`src/rtl/controller_cpu_mem_port_pkg.sv`:
```
// controller_cpu_mem_port_pkg: shared controller types and defaults for the CPU memory port
package controller_cpu_mem_port_pkg;
  typedef enum logic [2:0] {IDLE, WRITE, READ_WAIT, RESP, ERR} state_e;
  localparam logic [31:0] BASE_ADDR_DEFAULT = 32'h0000_0000;
  localparam logic [31:0] ERR_DATA_DEFAULT = 32'hDEAD_BEEF;
endpackage

```
`src/rtl/controller_cpu_mem_port.sv`:
```
// controller_cpu_mem_port: CPU valid/ready bus to synchronous RAM core port with window decode
module controller_cpu_mem_port
  import controller_cpu_mem_port_pkg::*;
#(
  parameter logic [31:0] BASE_ADDR = BASE_ADDR_DEFAULT,
  parameter int ADDR_BITS = 14,
  parameter int READ_LATENCY = 1,
  parameter logic [31:0] ERR_DATA = ERR_DATA_DEFAULT
) (
  input  logic                 clk,
  input  logic                 reset,
  input  logic                 cpu_valid,
  input  logic [31:0]          cpu_addr,
  input  logic [31:0]          cpu_wdata,
  input  logic [3:0]           cpu_wstrb,
  output logic                 cpu_ready,
  output logic [31:0]          cpu_rdata,
  output logic                 cpu_error,
  output logic [ADDR_BITS-1:0] ram_addr,
  output logic [31:0]          ram_d,
  output logic [3:0]           ram_bytesel,
  output logic                 ram_we,
  input  logic [31:0]          ram_q
);
  state_e state_q;
  logic [1:0] cnt_q;
  logic ready_q, error_q, we_q;
  logic [31:0] rdata_q, d_q;
  logic [ADDR_BITS-1:0] addr_q;
  logic [3:0] sel_q;
  logic in_win;
  logic unused_lsb;
  assign in_win = cpu_addr[31:ADDR_BITS+2] == BASE_ADDR[31:ADDR_BITS+2];
  assign unused_lsb = ^cpu_addr[1:0];
  assign cpu_ready = ready_q;
  assign cpu_error = error_q;
  assign cpu_rdata = rdata_q;
  assign ram_addr = addr_q;
  assign ram_d = d_q;
  assign ram_bytesel = sel_q;
  assign ram_we = we_q;
  // Response flags and the write strobe are pulses: cleared every edge unless re-armed.
  always_ff @(posedge clk or posedge reset) begin
    if (reset) begin
      state_q <= IDLE;
      cnt_q <= 2'd0;
      ready_q <= 1'b0;
      error_q <= 1'b0;
      we_q <= 1'b0;
      rdata_q <= 32'd0;
      d_q <= 32'd0;
      addr_q <= '0;
      sel_q <= 4'd0;
    end else begin
      ready_q <= 1'b0;
      error_q <= 1'b0;
      we_q <= 1'b0;
      case (state_q)
        IDLE: if (cpu_valid) begin
          if (!in_win) begin
            state_q <= ERR;
            ready_q <= 1'b1;
            error_q <= 1'b1;
            rdata_q <= ERR_DATA;
          end else if (|cpu_wstrb) begin
            state_q <= WRITE;
            addr_q <= cpu_addr[ADDR_BITS+1:2];
            d_q <= cpu_wdata;
            sel_q <= cpu_wstrb;
            we_q <= 1'b1;
            ready_q <= 1'b1;
          end else begin
            state_q <= READ_WAIT;
            addr_q <= cpu_addr[ADDR_BITS+1:2];
            sel_q <= 4'hF;
            cnt_q <= 2'(READ_LATENCY);
          end
        end
        WRITE, ERR: state_q <= RESP;
        READ_WAIT: if (cnt_q == 2'd0) begin
          rdata_q <= ram_q;
          ready_q <= 1'b1;
          state_q <= RESP;
        end else cnt_q <= cnt_q - 2'd1;
        RESP: state_q <= IDLE;
        default: state_q <= IDLE;
      endcase
    end
  end
endmodule
```
`config.mk`:
```
export PLATFORM = sky130hd
export DESIGN_NAME = controller_cpu_mem_port
export DESIGN_NICKNAME = d
export VERILOG_FILES = /design/src/rtl/controller_cpu_mem_port_pkg.sv /design/src/rtl/controller_cpu_mem_port.sv
export SDC_FILE = /design/constraint.sdc
export NUM_CORES = 1
export LEC_CHECK = 0
export ABC_CLOCK_PERIOD_IN_PS = 3300
export CAP_MARGIN = 20
export CORE_MARGIN = 1
export CORE_UTILIZATION = 35
export CTS_CLUSTER_SIZE = 30
export DETAILED_ROUTE_END_ITERATION = 8
export GPL_TIMING_DRIVEN = 0
export PLACE_DENSITY = 0.72
export SLEW_MARGIN = 40
export SYNTH_ARGS = -nofsm -noshare
export SYNTH_HDL_FRONTEND = slang
export SYNTH_SLANG_ARGS = --single-unit
```
`constraint.sdc`:
```
create_clock -name clk -period 3.3 [get_ports clk]
set_clock_uncertainty 0.2 [all_clocks]
set_input_delay 0.33 -clock clk [delete_from_list [all_inputs] [get_ports clk]]
set_output_delay 0.33 -clock clk [all_outputs]
set_load 0.01 [all_outputs]
```
Word-level counts from Yosys, hierarchy flattened --
Cells that the tools add are included.
Cells by class: $add $sub $neg 1, eq/ne operators 9, mux-type cells 26, reductions and logical operators 11
Operators by type and width (count):
- $mux 32 | 3
- $pmux 32 s2 | 1
- $logic_not 16->1 | 1
- $ne 2x2->1 const B | 6
- $mux 1 | 10
- $mux 2 | 5
- $mux 3 | 3
- $pmux 3 s3 | 1
- $reduce_and 4->1 | 2
- $reduce_and 5->1 | 1
- $mux 4 | 1
- $pmux 2 s2 | 1
- $reduce_or 4->1 | 1
- $eq 3x1->1 const B | 1
- $eq 3x2->1 const B | 1
- $eq 3x3->1 const B | 1
- $logic_not 3->1 | 1
- $reduce_and 3->1 | 1
- $logic_not 2->1 | 1
- $pmux 1 s2 | 1
- $reduce_and 2->1 | 1
- $reduce_bool 2->1 | 1
- $reduce_or 2->1 | 1
- $sub 2x1->2 const B | 1
Storage, ports and cells: flip-flop bits (word level) 90, input bits 103, output and inout bits 85, word-level logic and storage cells 56

Depth between registers and ports, before layout --
depth in word-level cells 5, mapped depth 8, mapped depth without buffers 6

Worst setup path after synthesis --
Ideal clock, no wire load.
kind register to register, start register state_q[0], end register d_q[0], in the netlist ram_d[0], library setup time 125 ps, data arrival time 1671 ps, required time 2975 ps, setup slack 1304 ps, cell stages (with the launch flop) 6, buffers on the path 1, clock period less this slack 1996 ps, cells stage by stage dfrtp_1 -> nor3_4 -> nand2_2 -> nor3_4 -> buf_6 -> mux2_4
On the way: longest elaborated chain between the ends 2
RTL lines:
- start: declaration | RTL line controller_cpu_mem_port.sv:25 | state_e state_q;
- start signal: assignment | RTL line controller_cpu_mem_port.sv:45 | state_q <= IDLE;
- start signal: assignment | RTL line controller_cpu_mem_port.sv:61 | state_q <= ERR;
- start signal: assignment | RTL line controller_cpu_mem_port.sv:66 | state_q <= WRITE;
- $logic_not 3->1 | RTL line controller_cpu_mem_port.sv:58 | case (state_q)
- $reduce_and 4->1 (no line)
- end signal: assignment | RTL line controller_cpu_mem_port.sv:68 | d_q <= cpu_wdata;
- end: declaration | RTL line controller_cpu_mem_port.sv:28 | logic [31:0] rdata_q, d_q;
No other way between the ends. A chain may end at the register's enable or synchronous reset.

Final worst setup path --
start input port cpu_addr[16], end register d_q[18], in the netlist ram_d[18]
On the way: longest elaborated chain between the ends 2
RTL lines:
- start: declaration | RTL line controller_cpu_mem_port.sv:13 | input logic [31:0] cpu_addr,
- $logic_not 16->1 | RTL line controller_cpu_mem_port.sv:33 | assign in_win = cpu_addr[31:ADDR_BITS+2] == BASE_ADDR[31:ADDR_BITS+2];
- $reduce_and 4->1 (no line)
No other way between the ends.

==> run_results.csv <==
group,metric,value,unit
power_and_ir_drop,swShare,0.2880,
routing,wirelength,8.792,mm
cts,cts_tree,"built",
logic_synthesis,synth_seq_cells,90,
setup_path,start_kind,"primary input",
logic_synthesis,avgSynthCellArea,16.30,µm²
cts,clock-sinks,90,
global_routing,grt_usage,0.1679,
routing,drt_iter0_drc,60,
global_routing,antenna_found_initial,0,
min_path,min_path_type,"in -> async",
routing,vias_per_cell,4.687,
global_routing,grt_pass1_vias,2881,
logic_synthesis,syn_inst,224,
setup_path,criticalPathCategory,"in -> reg",
routing,route.detailed.drc,0,
sta,maxSlewViolCount,0,
floorplanning,fp.dieW,104.2,µm
routing,drt_first_pass_iters,4,
logic_synthesis,synth.most_common_cell,"dfrtp_1",
logic_synthesis,yosysTopAreaCell,"dfrtp_1",
cts,clk_latency,350,ps
sta,hold_viol_final,0,
setup_path,cp_cell_sequence,"clkdlybuf4s50_1, nor4_4, nand4_4, nor3_4, buf_6, mux2_4",
setup_path,cp.depth,6,
floorplanning,core-area,0.009955,mm²
setup_path,cp.arrival,2300,ps
sta,fin_crit_sh,0.6873,
finish,fin_util,0.5957,
finish,num_antenna_cells,0,
routing,vias,2620,
setup_path,slowest_delay,460,ps
placed_design,gp_congestion,0.7649,
power_and_ir_drop,powerDensity,595.4,mW/mm²
logic_synthesis,synth_top_area_frac,0.6166,
finish,nets,525,
setup_path,slowest_stage,"clkdlybuf4s50_1",
global_routing,grt_pass1_wl,14.32,mm
logic_synthesis,syn_area,0.003652,mm²
logic_synthesis,synth_cell_types,32,
logic_synthesis,synth_edf_count,0,
logic_synthesis,yosysSeqAreaShare,0.6166,
logic_synthesis,async_flop_share,1.000,
logic_synthesis,synth_ff_type,"dfrtp_1",
cts,clk_path_buf_depth,2,
sta,finalSetupViolCount,0,
cts,cts_setup_buffers,0,
finish,instances_no_fill,559,
power_and_ir_drop,internal_power,2.514,mW
routing,drtAntennaViolNets,0,
placed_design,hpwl,6.481,mm
floorplanning,dieArea,0.01085,mm²
cts,clkTransAtPathRegs,90,ps
setup_path,cp_top_family,"simple AND/OR/NAND/NOR gates",
power_and_ir_drop,clkPwrFrac,0.234,
setup_path,cp-end-kind,"flip-flop",
job,maxCapViolCount,0,
logic_synthesis,synth_area_leaders,"dfrtp_1 (62%), mux2_4 (12%), o22a_1 (6.7%)",
finish,syn2layout_area_growth,62.35,%
routing,wire_per_inst,15.73,µm
setup_path,crit_buf_inv,2,
status,status,"complete, no violations",
logic_synthesis,yosys_warnings,0,
placed_design,pre_cts_slack,620.8,ps
floorplanning,initial_utilization,0.3669,
sta,worst_slack,1032,ps
finish,final_area,0.005929,mm²
power_and_ir_drop,ir_drop,0.0003894,V
setup_path,r2r_cells,5,
logic_synthesis,synth_commonest_cells,"dfrtp_1 (90), mux2_4 (30), o22a_1 (28)",
floorplanning,die_y,104.2,µm
placed_design,place_area,0.005703,mm²
finish,drive_above_1_share,0.2066,
floorplanning,row_count,36,
cts,cts_made_buffers,9,
logic_synthesis,syn_nets,328,
power_and_ir_drop,p_leak,2.488,nW
cts,cts_resized,0,
sta,fmax,440.9,MHz
placed_design,place_inst,543,
sta,fin_crit,2268,ps
cts,htree_levels,3,
power_and_ir_drop,switchingPower,1.017,mW
cts,postCtsHoldBufs,0,
power_and_ir_drop,p_seq_frac,0.421,
sta,hold_ws,162.7,ps
global_routing,grt_max_degree,49,
sta,tightest_slew,704.7,ps
setup_path,path_max_fanout,10,
sta,relSlewSlack,0.5302,
setup_path,crit_required,3330,ps
floorplanning,pin_count,188,
placed_design,io_buffer_count,185,
cts,root_buffer,"clkbuf_8",
global_routing,overflow,0,
sta,rsz0062_at_grt,"false",
power_and_ir_drop,comb_power_share,0.345,
-- metal layers --
layer,vias to the layer above,GRT usage,routed length [µm]
li1,1226,-,-
met1,1273,0.2081,3758
met2,114,0.2843,4331
met3,7,0.05013,621
met4,0,0.04592,81
met5,-,0,0
-- layout make-up --
type                            instances  area [µm²]
Fill cell                             820        4025
Sequential cell                        90        2252
Timing Repair Buffer                  186        1879
Multi-Input combinational cell        122        1316
Tap cell                              133       166.4
Clock buffer                           12       145.1
Buffer                                  9       78.83
Clock inverter                          4       75.07
Inverter                                3       16.27
-- per-stage QoR --
stage | setup TNS [ps] | total power, mW
after floorplan | 0 | 2.070
after global placement | -85590 | 2.701
after detailed placement | 0 | 2.741
after CTS | 0 | 3.578
after global routing | 0 | 3.742
final | 0 | 3.531
-- cells by family after synthesis --
| kind of cell | count (synthesis) | share of synthesized area |
|---|---|---|
| simple gates | 29 | 0.07708 |
| buf+inv | 12 | 0.02466 |
| compound gates | 46 | 0.1055 |
| flops | 90 | 0.6166 |
| mux | 46 | 0.1727 |
| fa+ha+maj | 1 | 0.003425 |
-- power by group through the flow --
stage / sequential, mW / combinational, mW / clock [mW]
2_1_floorplan: 1.59 / 0.482 / 0
3_3_place_gp: 1.50 / 1.20 / 0
3_5_place_dp: 1.51 / 1.23 / 0
4_1_cts: 1.49 / 1.24 / 0.852
5_1_grt: 1.52 / 1.31 / 0.904
6_report: 1.49 / 1.22 / 0.828
-- worst register-to-register path, stage by stage, from the launching register on --
cell     delay, ps
dfrtp_1        460
nor3_4         280
nand2_2        200
nor3_4         400
buf_6          240
mux2_4         320
-- sequential cells by signal (all words and copies together), names as in the netlist --
name         count
cnt_q            2
cpu_error        1
cpu_rdata       32
cpu_ready        1
ram_addr        14
ram_bytesel      4
ram_d           32
ram_we           1
state_q          3
-- path summary, 6_finish.rpt --
kind	slack (ps)	startpoint	end
worst max-delay path	1030	cpu_addr[16]	ram_d[18]
worst min-delay path	160	reset	ram_d[7]
worst max register to register	1080	state_q[0]	ram_d[18]
worst min register to register	290	cpu_rdata[21]	cpu_rdata[21]
max in group asynchronous	2170	reset	cpu_ready
min in group clk	290	cpu_rdata[21]	cpu_rdata[21]
-- cell usage in the layout (no fill, tap or decap), drive strengths merged --
master / n
buf: 10
nor2: 4
nor3b: 1
or3b: 1
mux2: 46
nand4: 1
nor3: 3
bufinv: 2
and4: 1
clkdlybuf4s50: 185
or4: 1
dfrtp: 90
nand2b: 1
clkinvlp: 2
and2: 1
nor4: 5
o2bb2ai: 1
nand3: 3
or4b: 1
inv: 3
a21oi: 3
nand2: 6
a22o: 9
o22a: 28
clkbuf: 12
o21ai: 5
ha: 1
Power figures use the tool's default switching activity.
